===== config.mk =====
export PLATFORM = sky130hd
export DESIGN_NAME = asu_ddr5_cfg_sequencer
export DESIGN_NICKNAME = d
export VERILOG_FILES = /design/src/rtl/asu_ddr5_cfg_pkg.sv /design/src/rtl/asu_ddr5_cfg_timer.sv /design/src/rtl/asu_ddr5_cfg_sequencer.sv
export SDC_FILE = /design/constraint.sdc
export NUM_CORES = 1
export LEC_CHECK = 0
export CORE_ASPECT_RATIO = 1.25
export CORE_MARGIN = 2
export CORE_UTILIZATION = 45
export DETAILED_ROUTE_END_ITERATION = 10
export MAX_ROUTING_LAYER = met4
export PLACE_DENSITY = 0.74
export SYNTH_ARGS = -nofsm -noshare
export SYNTH_HDL_FRONTEND = slang
export SYNTH_SLANG_ARGS = --single-unit

===== constraint.sdc =====
create_clock -name clk_i -period 1.85 [get_ports clk_i]
set_input_delay 0.37 -clock clk_i [delete_from_list [all_inputs] [get_ports clk_i]]
set_output_delay 0.37 -clock clk_i [all_outputs]
set_load 0.1 [all_outputs]

===== src/rtl/asu_ddr5_cfg_pkg.sv =====
// Purpose: shared types and constants for the DDR5 PHY configuration sequencer.
// Latency: n/a (package only).
// Backpressure: n/a (package only).
package asu_ddr5_cfg_pkg;

    typedef enum logic [2:0] {
        IDLE,
        HOLD,
        WR_CRC,
        WR_FREQ,
        SETTLE,
        DONE,
        ERR
    } cfg_state_e;

    // Register file word map
    localparam int unsigned CRC_ADDR  = 0;
    localparam int unsigned FREQ_ADDR = 1;

    // Frequency ratio encoding that the PHY does not support
    localparam logic [1:0] FREQ_RATIO_RSVD = 2'b11;

    function automatic int max_int(input int a, input int b);
        return (a > b) ? a : b;
    endfunction

endpackage


===== src/rtl/asu_ddr5_cfg_timer.sv =====
// Purpose: loadable down-counter with a zero flag, shared by drain timeout and settle count.
// Latency: load/decrement take effect on the next clk_i edge; zero is decoded from the count register.
// Backpressure: none; decrement saturates at zero.
// Ports: clk_i/rst_i clock and sync reset; load/load_val load the count (load wins over dec);
//        dec decrements by one; zero is high while the count is zero.
module asu_ddr5_cfg_timer #(
    parameter int pWIDTH = 5
) (
    input  logic              clk_i,
    input  logic              rst_i,
    input  logic              load,
    input  logic [pWIDTH-1:0] load_val,
    input  logic              dec,
    output logic              zero
);

    logic [pWIDTH-1:0] count_q;

    always_ff @(posedge clk_i) begin
        if (rst_i) begin
            count_q <= '0;
        end else if (load) begin
            count_q <= load_val;
        end else if (dec && (count_q != '0)) begin
            count_q <= count_q - 1'b1;
        end
    end

    assign zero = (count_q == '0);

endmodule


===== src/rtl/asu_ddr5_cfg_sequencer.sv =====
// Purpose: reprograms PHY CRC mode / DFI freq ratio at run time behind a datapath drain.
// Latency: req to ack = 4 + drain wait + pSETTLE_CYCLES cycles (8 with an idle datapath and 4 settle cycles).
// Backpressure: 4-phase req/ack; ack is held until req drops, dp_hold_o stalls the write datapath.
// Ports: cfg_req_i/cfg_crc_mode_i/cfg_freq_ratio_i request in; cfg_ack_o/cfg_err_o/cfg_busy_o status out;
//        dp_idle_i/dp_hold_o datapath drain handshake; rf_wr_en_o/rf_addr_o/rf_wdata_o register file
//        write port; cur_crc_mode_o/cur_freq_ratio_o last successfully programmed values.
module asu_ddr5_cfg_sequencer
    import asu_ddr5_cfg_pkg::*;
#(
    parameter int         pDATA_WIDTH    = 4,
    parameter int         pADDR_WIDTH    = 1,
    parameter int         pDRAIN_TIMEOUT = 16,
    parameter int         pSETTLE_CYCLES = 4,
    parameter logic       pCRC_MODE      = 1'b1,
    parameter logic [1:0] pFREQ_RATIO    = 2'b00
) (
    input  logic                   clk_i,
    input  logic                   rst_i,
    input  logic                   cfg_req_i,
    input  logic                   cfg_crc_mode_i,
    input  logic [1:0]             cfg_freq_ratio_i,
    output logic                   cfg_ack_o,
    output logic                   cfg_err_o,
    output logic                   cfg_busy_o,
    input  logic                   dp_idle_i,
    output logic                   dp_hold_o,
    output logic                   rf_wr_en_o,
    output logic [pADDR_WIDTH-1:0] rf_addr_o,
    output logic [pDATA_WIDTH-1:0] rf_wdata_o,
    output logic                   cur_crc_mode_o,
    output logic [1:0]             cur_freq_ratio_o
);

    localparam int TMR_W = $clog2(max_int(pDRAIN_TIMEOUT, pSETTLE_CYCLES) + 1);

    // Counts run down to zero inclusive, so load N-1 to spend exactly N cycles in a state.
    localparam logic [TMR_W-1:0] DRAIN_LOAD  = TMR_W'(pDRAIN_TIMEOUT - 1);
    localparam logic [TMR_W-1:0] SETTLE_LOAD = TMR_W'((pSETTLE_CYCLES > 0) ? (pSETTLE_CYCLES - 1) : 0);

    cfg_state_e state_q, state_d;

    logic       crc_q;
    logic [1:0] ratio_q;
    logic       cur_crc_q;
    logic [1:0] cur_ratio_q;
    logic       capture;

    logic             tmr_load;
    logic [TMR_W-1:0] tmr_load_val;
    logic             tmr_dec;
    logic             tmr_zero;

    asu_ddr5_cfg_timer #(
        .pWIDTH (TMR_W)
    ) u_timer (
        .clk_i    (clk_i),
        .rst_i    (rst_i),
        .load     (tmr_load),
        .load_val (tmr_load_val),
        .dec      (tmr_dec),
        .zero     (tmr_zero)
    );

    always_ff @(posedge clk_i) begin
        if (rst_i) begin
            state_q     <= IDLE;
            crc_q       <= 1'b0;
            ratio_q     <= 2'b00;
            cur_crc_q   <= pCRC_MODE;
            cur_ratio_q <= pFREQ_RATIO;
        end else begin
            state_q <= state_d;
            if (capture) begin
                crc_q   <= cfg_crc_mode_i;
                ratio_q <= cfg_freq_ratio_i;
            end
            // Both words are committed once WR_FREQ retires.
            if (state_q == WR_FREQ) begin
                cur_crc_q   <= crc_q;
                cur_ratio_q <= ratio_q;
            end
        end
    end

    always_comb begin
        state_d      = state_q;
        capture      = 1'b0;
        tmr_load     = 1'b0;
        tmr_load_val = '0;
        tmr_dec      = 1'b0;
        cfg_ack_o    = 1'b0;
        cfg_err_o    = 1'b0;
        dp_hold_o    = 1'b0;
        rf_wr_en_o   = 1'b0;
        rf_addr_o    = '0;
        rf_wdata_o   = '0;

        case (state_q)
            IDLE: begin
                if (cfg_req_i) begin
                    capture = 1'b1;
                    if (cfg_freq_ratio_i == FREQ_RATIO_RSVD) begin
                        state_d = ERR;
                    end else begin
                        state_d      = HOLD;
                        tmr_load     = 1'b1;
                        tmr_load_val = DRAIN_LOAD;
                    end
                end
            end
            HOLD: begin
                dp_hold_o = 1'b1;
                if (dp_idle_i) begin
                    state_d = WR_CRC;
                end else if (tmr_zero) begin
                    state_d = ERR;
                end else begin
                    tmr_dec = 1'b1;
                end
            end
            WR_CRC: begin
                dp_hold_o  = 1'b1;
                rf_wr_en_o = 1'b1;
                rf_addr_o  = pADDR_WIDTH'(CRC_ADDR);
                rf_wdata_o = pDATA_WIDTH'(crc_q);
                state_d    = WR_FREQ;
            end
            WR_FREQ: begin
                dp_hold_o  = 1'b1;
                rf_wr_en_o = 1'b1;
                rf_addr_o  = pADDR_WIDTH'(FREQ_ADDR);
                rf_wdata_o = pDATA_WIDTH'(ratio_q);
                if (pSETTLE_CYCLES == 0) begin
                    state_d = DONE;
                end else begin
                    state_d      = SETTLE;
                    tmr_load     = 1'b1;
                    tmr_load_val = SETTLE_LOAD;
                end
            end
            SETTLE: begin
                dp_hold_o = 1'b1;
                if (tmr_zero) begin
                    state_d = DONE;
                end else begin
                    tmr_dec = 1'b1;
                end
            end
            DONE: begin
                cfg_ack_o = 1'b1;
                if (!cfg_req_i) begin
                    state_d = IDLE;
                end
            end
            ERR: begin
                cfg_ack_o = 1'b1;
                cfg_err_o = 1'b1;
                if (!cfg_req_i) begin
                    state_d = IDLE;
                end
            end
            default: begin
                state_d = IDLE;
            end
        endcase
    end

    assign cfg_busy_o       = (state_q != IDLE);
    assign cur_crc_mode_o   = cur_crc_q;
    assign cur_freq_ratio_o = cur_ratio_q;

endmodule


; After elaboration in Yosys (flattened, before gate mapping)
; Cells that the tools add are included.
[classes]
n_addsub = 1
n_eq_ne = 11
mux = 26
reduce_logical = 10
[op_table]
columns = op, count
row1 = $mux 3, 6
row2 = $pmux 3 s6, 1
row3 = $mux 1, 11
row4 = $mux 5, 2
row5 = $eq 3x3->1 const B, 3
row6 = $mux 4, 2
row7 = $pmux 4 s2, 1
row8 = $eq 3x2->1 const B, 2
row9 = $ne 2x2->1 const B, 3
row10 = $logic_not 5->1, 1
row11 = $reduce_bool 5->1, 1
row12 = $sub 5x1->5 const B, 1
row13 = $pmux 1 s2, 2
row14 = $pmux 2 s2, 1
row15 = $reduce_and 4->1, 1
row16 = $reduce_or 2->1, 2
row17 = $reduce_or 4->1, 1
row18 = $eq 3x1->1 const B, 1
row19 = $logic_not 3->1, 1
row20 = $ne 3x3->1 const B, 1
row21 = $reduce_bool 3->1, 1
row22 = $eq 2x2->1 const B, 1
row23 = $reduce_bool 2->1, 1
row24 = $logic_and 1x1->1, 1
[totals]
regBits = 14
in_bits = 7
out_inout_bits = 13
wordCells = 54

; Depth between registers and ports, before layout
[logic_depth]
depth_word = 7
depth_mapped = 7
depth_no_buf = 6

; Cells and area by module
; A second synthesis with hierarchy kept.
[hier_totals]
hier_cells = 111
area_unflattened_um2 = 927.1
[modules_own_cells]
columns = mod, instances, cells_each, area_each_um2, seq_area_each_um2
row1 = asu_ddr5_cfg_sequencer, 1, 74, 600.6, 180.2
row2 = asu_ddr5_cfg_timer, 1, 37, 326.6, 100.1

; Worst setup path before layout
; No wires, ideal clock.
[synth_timing]
kind = register to output
from = reg state_q[1]
to = out rf_wdata_o[0]
arrival_ps = 3517
t_required_ps = 1480
path_slack_ps = -2037
stages_incl_launch_ff = 4
path_buffers = 1
cell_sequence = dfxtp_1 buf_1 nor2b_1 nor2b_1
[synth_via]
elab_chain_cells = 2
word_cells_on_any_way = 3
cone_classes = 2 x eq/ne / 1 x mux
[synth_rtl]
columns = item, line
row1 = "start, declared", asu_ddr5_cfg_sequencer.sv:40  ; cfg_state_e state_q, state_d;
row2 = "start signal, assigned", asu_ddr5_cfg_sequencer.sv:72  ; state_q <= state_d;
row3 = $eq 3x2->1, asu_ddr5_cfg_sequencer.sv:98  ; case (state_q)
row4 = $pmux 2 s2 (*), asu_ddr5_cfg_sequencer.sv:98
row5 = "end, declared", asu_ddr5_cfg_sequencer.sv:29  ; output logic [pDATA_WIDTH-1:0] rf_wdata_o,
; Mark *: on every way between the ends. The rest lies on a longest branch, timed or not.

; Worst setup path after layout
[layout_timing]
from = reg state_q[2]
to = out dp_hold_o
[layout_via]
elab_chain_cells = 3
word_cells_on_any_way = 6
cone_classes = 4 x eq/ne / 1 x mux / 1 x reduce/logical
[layout_rtl]
columns = item, line
row1 = $eq 3x2->1 (tied with other cells), asu_ddr5_cfg_sequencer.sv:98
row2 = $reduce_or 4->1 (no source line) (*), n/a
row3 = $mux 1 (*), asu_ddr5_cfg_sequencer.sv:98
row4 = "end, declared", asu_ddr5_cfg_sequencer.sv:26  ; output logic dp_hold_o,
; Marked as above.

==> reports/metrics.yaml <==
synthesis:
  seq_area_frac_synth_pct: 34.7
  syn_inst: 99
  yosys_register_bits: 14
  post_synth_num_cell_types: 40
  synth_top_family_by_area: "simple AND/OR/NAND/NOR gates"
  synth.avg_cell_area_um2: 8.15
  synth_adder_area_share_pct: 1.55
  synthFlopType: "dfxtp_1"
  synth_common_cells: "dfxtp_1 (14), nand2_1 (9), nor2_1 (8)"
  post-synth-top-area-fraction_pct: 34.7
  synthTopCellsByArea: "dfxtp_1 (35%), mux2i_1 (5.0%), nand2_1 (4.2%)"
  mappedNetlistArea_um2: 807
  synthesis.yosys.warnings: 0
  post_synth_and_or_nand_nor_area_fraction_pct: 29.8
  synth_edf_count: 0
  synth_compound_gate_area_share_pct: 17.4
  post-synth-top-count-cell: "dfxtp_1"
  synth_top_area_cell: "dfxtp_1"
  post_synthesis_share_of_cell_area_spent_on_xor_and_xnor_gates_pct: 2.17
  ys_async_sr_fraction_pct: 0
  yosys-mux-area-fraction_pct: 4.96
sta:
  finalWorstPathRequiredPeriod_ps: 1810
  timing.final.max_slew_violations: 0
  timing.final.crit_share_pct: 97.8
  finalSetupViolCount: 0
  final_hold_viol_count: 0
  grt_setup_unrepaired: "no"
  final.setup_skew_ps: 0.329
  achievable-frequency_ghz: 0.553
  worst_hold_slack_ps: 496
global_route:
  initial_antenna_violation_count: 0
  via_count_of_the_first_global_routing_pass: 796
  overflow: 0
  largest_net_degree_at_the_start_of_global_routing: 14
  wire_length_of_the_first_global_routing_pass_mm: 3.53
  grt_usage_pct: 21.8
final_layout:
  num-nets-final: 136
  final_core_utilization_pct: 74.1
  num_antenna_cells: 0
  drive_gt1_share_pct: 35.4
  area_growth_from_synthesis_to_final_layout_pct: 58.1
floorplanning:
  placeableCoreArea_mm2: 0.00172
  die_y_um: 51.3
  fp-row-count: 17
  initial_utilization_pct: 46.8
  floorplan.die.width_um: 41.9
  boundaryPins: 20
  die_area_mm2: 0.00215
detailed_routing:
  ant_nets: 0
  vias_per_std_cell: 5.60
  pre_repair_dr_iteration_count: 4
  detail_route.wl_per_cell_um: 14.4
  via_count: 818
  detail_route.wirelength_mm: 2.10
  route.detailed.drc: 0
  drt_iter0_drc: 5
setup_path:
  worst_setup_path_start_kind: "flip-flop"
  timing.setup.critical_path_class: "reg2out"
  crit_arrival_ps: 1440
  setup.worst_path.end_class: "primary output"
  worstPathMaxFanout: 9
  timing.reg2reg.setup_slack_ps: 120
  required_time_at_the_endpoint_of_the_critical_path_ps: 1480
power_and_ir_drop:
  total_power_mw: 2.57
  power.ir.vdd_worst_mv: 1.27
  pwr_density_cell_mw_per_mm2: 2010
  cellLeakagePower_nw: 0.568
clocking:
  latest_clock_arrival_within_the_worst_skew_pair_ps: 280
  cts-htree-levels: 1
  cts_tree: "yes"
  number_of_sinks_on_the_clock_net: 14
  cts_inserted_buffers: 3
  cts_root_buffer: "clkbuf_4"
  clk_pin_slew_ps: 80
  clock_tree.buffer_depth: 2
  cts_hold_buf: 0
min_path:
  hold_path_class: "reg2reg"
run_status:
  outcome: "finished, final reports clean"
run:
  drv_cap: 0
placed_design:
  hpwl_mm: 1.58
  port_buffers: 17
  finalWeightedCongestion: 0.896
path summary, 6_finish.rpt:
check	from	to	cells after the start
worst max-delay path	state_q[2]	dp_hold_o	3
worst max register to register	state_q[0]	u_timer.count_q[1]	6
worst min register to register	cur_freq_ratio_o[0]	cur_freq_ratio_o[0]	2
worst min-delay path	cur_freq_ratio_o[0]	cur_freq_ratio_o[0]	2
metrics by stage:
| stage | area [um^2] | instances | setup slack [ps] | setup TNS [ps] |
|---|---|---|---|---|
| after floorplan | 861 | 100 | -219 | -531 |
| after global placement | 1190 | 139 | -96.0 | -448 |
| after detailed placement | 1190 | 139 | -154 | -810 |
| after CTS | 1240 | 144 | 14.3 | 0 |
| after global routing | 1280 | 146 | 1.25 | 0 |
| final | 1280 | 146 | 41.3 | 0 |
final cells by class:
type / instances / area [um^2]
inverters: 7 / 43.8
repair buffers: 31 / 385
flip-flops and latches: 14 / 292
multi-input cells: 71 / 495
fillers: 134 / 447
well taps: 19 / 23.8
clock buffers: 4 / 36.3
critical path: stages, from the launching register on:
cell	delay, ps
dfxtp_4	380
or3_4	410
and2_2	200
buf_12	160
cell families after synthesis:
logic type | after synthesis
buffers and inverters | 15
adder cells (fa/ha/maj) | 1
multiplexers | 4
other | 1
flip-flops | 14
XOR/XNOR | 2
AO/OA/AOI/OAI | 19
AND/OR/NAND/NOR | 43
report_power, final:
part	switching (mW)	leakage [nW]	internal [mW]
clock network	0.0996	0.0210	0.120
registers	0.124	0.117	0.416
logic	1.03	0.430	0.775
total	1.26	0.568	1.31
sequential cells by signal, summed over array words and instances (netlist names):
register and count:
u_timer.count_q 5, state_q 3, cur_freq_ratio_o 2, ratio_q 2, crc_q 1, cur_crc_mode_o 1
layer usage:
metal  GRT usage [%]  routed length (um)  up-vias
li1                -                   -      403
met5               -                   0        -
met4            6.45                  14        0
met1            25.2                 865      396
met2            38.5                1140       17
met3            3.53                  77        2
cells in the final DEF, fill, tap and decap left out, types with 2 or more instances in the layout:
master | synthesis | final
a2111o_1 | 2 | 2
a211oi_2 | 2 | 2
a21oi_1 | 5 | 5
and3_1 | 3 | 3
buf_12 | 0 | 11
buf_4 | 2 | 14
clkbuf_4 | 0 | 3
clkdlybuf4s50_1 | 0 | 6
conb_1 | 1 | 2
dfxtp_1 | 14 | 11
dfxtp_4 | 0 | 3
inv_1 | 6 | 5
mux2i_1 | 4 | 4
nand2_1 | 9 | 8
nand2b_1 | 2 | 2
nand3_1 | 3 | 3
nand4_1 | 3 | 3
nor2_1 | 8 | 7
nor2b_4 | 0 | 2
o211ai_1 | 3 | 3
o21ai_0 | 2 | 2
o21ai_1 | 2 | 2
timing repair:
item / in CTS / in global routing
buffers inserted: 1 / 2
resized for setup: 5 / 4
endpoints found under the setup margin: 3 / 5
No activity file was read; power rests on OpenSTA's default activity.
==> RTL change, RTL diff (config.mk and constraints unchanged) <==
Put a register stage on the output `cfg_err_o`, cleared by the reset. The value now appears one clock later. The other outputs are not delayed to match.
--- a/src/rtl/asu_ddr5_cfg_sequencer.sv
+++ b/src/rtl/asu_ddr5_cfg_sequencer.sv
@@ -38,2 +38,4 @@
     localparam logic [TMR_W-1:0] SETTLE_LOAD = TMR_W'((pSETTLE_CYCLES > 0) ? (pSETTLE_CYCLES - 1) : 0);
+
+    logic cfg_err_d;
 
@@ -91,3 +93,3 @@
         cfg_ack_o    = 1'b0;
-        cfg_err_o    = 1'b0;
+        cfg_err_d    = 1'b0;
         dp_hold_o    = 1'b0;
@@ -156,3 +158,3 @@
                 cfg_ack_o = 1'b1;
-                cfg_err_o = 1'b1;
+                cfg_err_d = 1'b1;
                 if (!cfg_req_i) begin
@@ -171,2 +173,10 @@
 
+    always_ff @(posedge clk_i) begin
+        if (rst_i) begin
+            cfg_err_o <= '0;
+        end else begin
+            cfg_err_o <= cfg_err_d;
+        end
+    end
+
 endmodule
Function: changed (Yosys sat finds a counterexample within 4 cycles, from zero or initial values and one cycle with rst_i high).
==> RTL change against the unedited design <==
- the flow now finishes with violations (setup timing)
- total power grew 1.8%
- setup slack got worse by 0.043 ns
- synthesized cell count increased by 1.0%
- hold slack lost 0.0083 ns
- routed wire length rose by 11%
- die area is 1.6% higher
- count of clock-buffer cells in the layout unchanged
- sequential share of layout area is 0.57 points higher
- critical path depth rose by 3
- first-iteration DRC count grew to 3.8 times the old value
- utilization rose by 1.6 points
- design area up 3.4%
- sequential cell count up 1
- synthesized area up 1.7%
- largest cell class unchanged
- largest power group unchanged
- highest routed layer unchanged
==> RTL change: results (changes against the unedited design) <==
[critical_path]
r2r_start = u_timer.count_q[0]
slowest_delay_ns = 0.37  ; -0.04 ns
critPathCapture = rf_wdata_o[1]
crit_start = state_q[0]
r2r_cells = 6  ; unchanged
cp_max_fo = 6  ; -3
cp_top_family = buffers and inverters
slowest_stage = dfxtp_4
reg2reg_to = state_q[1]

[grt]
grt_pass1_wl_um = 3740  ; +6.1%
grt_pass1_vias = 858  ; +7.8%
grt_usage_pct = 23.3  ; +1.5 points

[synth]
synthMuxAreaShare_pct = 4.88  ; -0.083 points
synth_common_cells = dfxtp_1, nand2_1, inv_1, nor2_1, a21oi_1
synth_compound_area_share_pct = 16.5  ; -0.90 points
ys_seq_area_share_pct = 36.6  ; +1.9 points
synth_xor_area_share_pct = 2.13  ; -0.036 points
synth_area_leaders = dfxtp_1, mux2i_1, nand2_1
yosys.area_share.adder_pct = 1.52  ; -0.026 points
yosys.cell_types.count = 38  ; -5.0%

[finish]
drive_gt1_share_pct = 37.5  ; +2.1 points
finalNetCount = 145  ; +6.6%

[sta]
skew_ns = 0.00533  ; +0.00500 ns
fin_ws_ns = -0.00149  ; -0.0428 ns
fin_setup_tns_ns = -0.00149  ; -0.00149 ns
final-setup-viol-count = 1  ; +1

[route]
drtIter0Drc = 19  ; +14
vias = 883  ; +7.9%

[place]
hpwl_um = 1540  ; -2.5%
post_dp_cell_area_um2 = 1180  ; -1.2%
gp_congestion = 0.895  ; -0.12%

[run_status]
violations = setup timing
status = complete, but fails checks

[clocking]
clock_latency_ns = 0.29
path_clk_slew_ns = 0.10  ; +0.02 ns
clockBufferDepth = 2  ; unchanged

[power_and_ir_drop]
ir_drop_uv = 1090  ; -14%
leakage_uw = 0.000591  ; +4.0%

[RTL change: kinds of logic (layout without fill, tap and decap cells)]
family,Yosys count,in the layout
flops,15,15
simple gates,43,43
mux,4,4
other cells,1,2
fa+ha+maj,1,1
buf+inv,15,50
xor+xnor,2,2
compound gates,19,19
[RTL change: power by group]
part           switching (uW)  internal [uW]
logic                    1050            808
registers                 126            435
clock network             112           83.8
[RTL change: worst reg2reg max path, delay by kind of cell (launching register included)]
kind,cells,cell delay (ns)
and+or+nand+nor,2,0.68
AOI/OAI and AO/OA,2,0.38
DFF,1,0.35
adders and majority gates,1,0.16
buffers and inverters,1,0.07
[RTL change: cell type report]
type                    count  area (um2)
clock buffers               4        26.3
fillers                   119         424
inverters                   7        33.8
multi-input cells          71         490
flip-flops and latches     15         309
well taps                  19        23.8
repair buffers             39         437
[RTL change: layer usage]
| layer | track usage, % | part of all wire, % | vias to the layer above |
|---|---|---|---|
| met5 | - | 0 | - |
| met4 | 11.5 | 1.4 | 0 |
| met3 | 4.17 | 3.5 | 6 |
| met2 | 41.5 | 54 | 30 |
| met1 | 24.8 | 41 | 426 |
| li1 | - | - | 421 |
[RTL change: metrics by stage]
step           utilization [%]  hold WS (ns)  std cells  setup slack, ns  total power (uW)
2_1_floorplan                -         0.444        101           -0.516              1700
3_3_place_gp              67.5         0.467        139          -0.0929              2200
3_5_place_dp              67.5         0.472        139           -0.195              2230
4_1_cts                   71.0         0.485        146          0.00780              2480
5_1_grt                   75.7         0.522        155          -0.0681              2760
6_report                  75.7         0.488        155         -0.00149              2610
[RTL change: what timing repair did]
item,CTS,global route
pin swaps,0,2
endpoints found under the hold margin,0,0
resized for setup,4,4
setup endpoints to repair,3,9
setup buffers,3,9
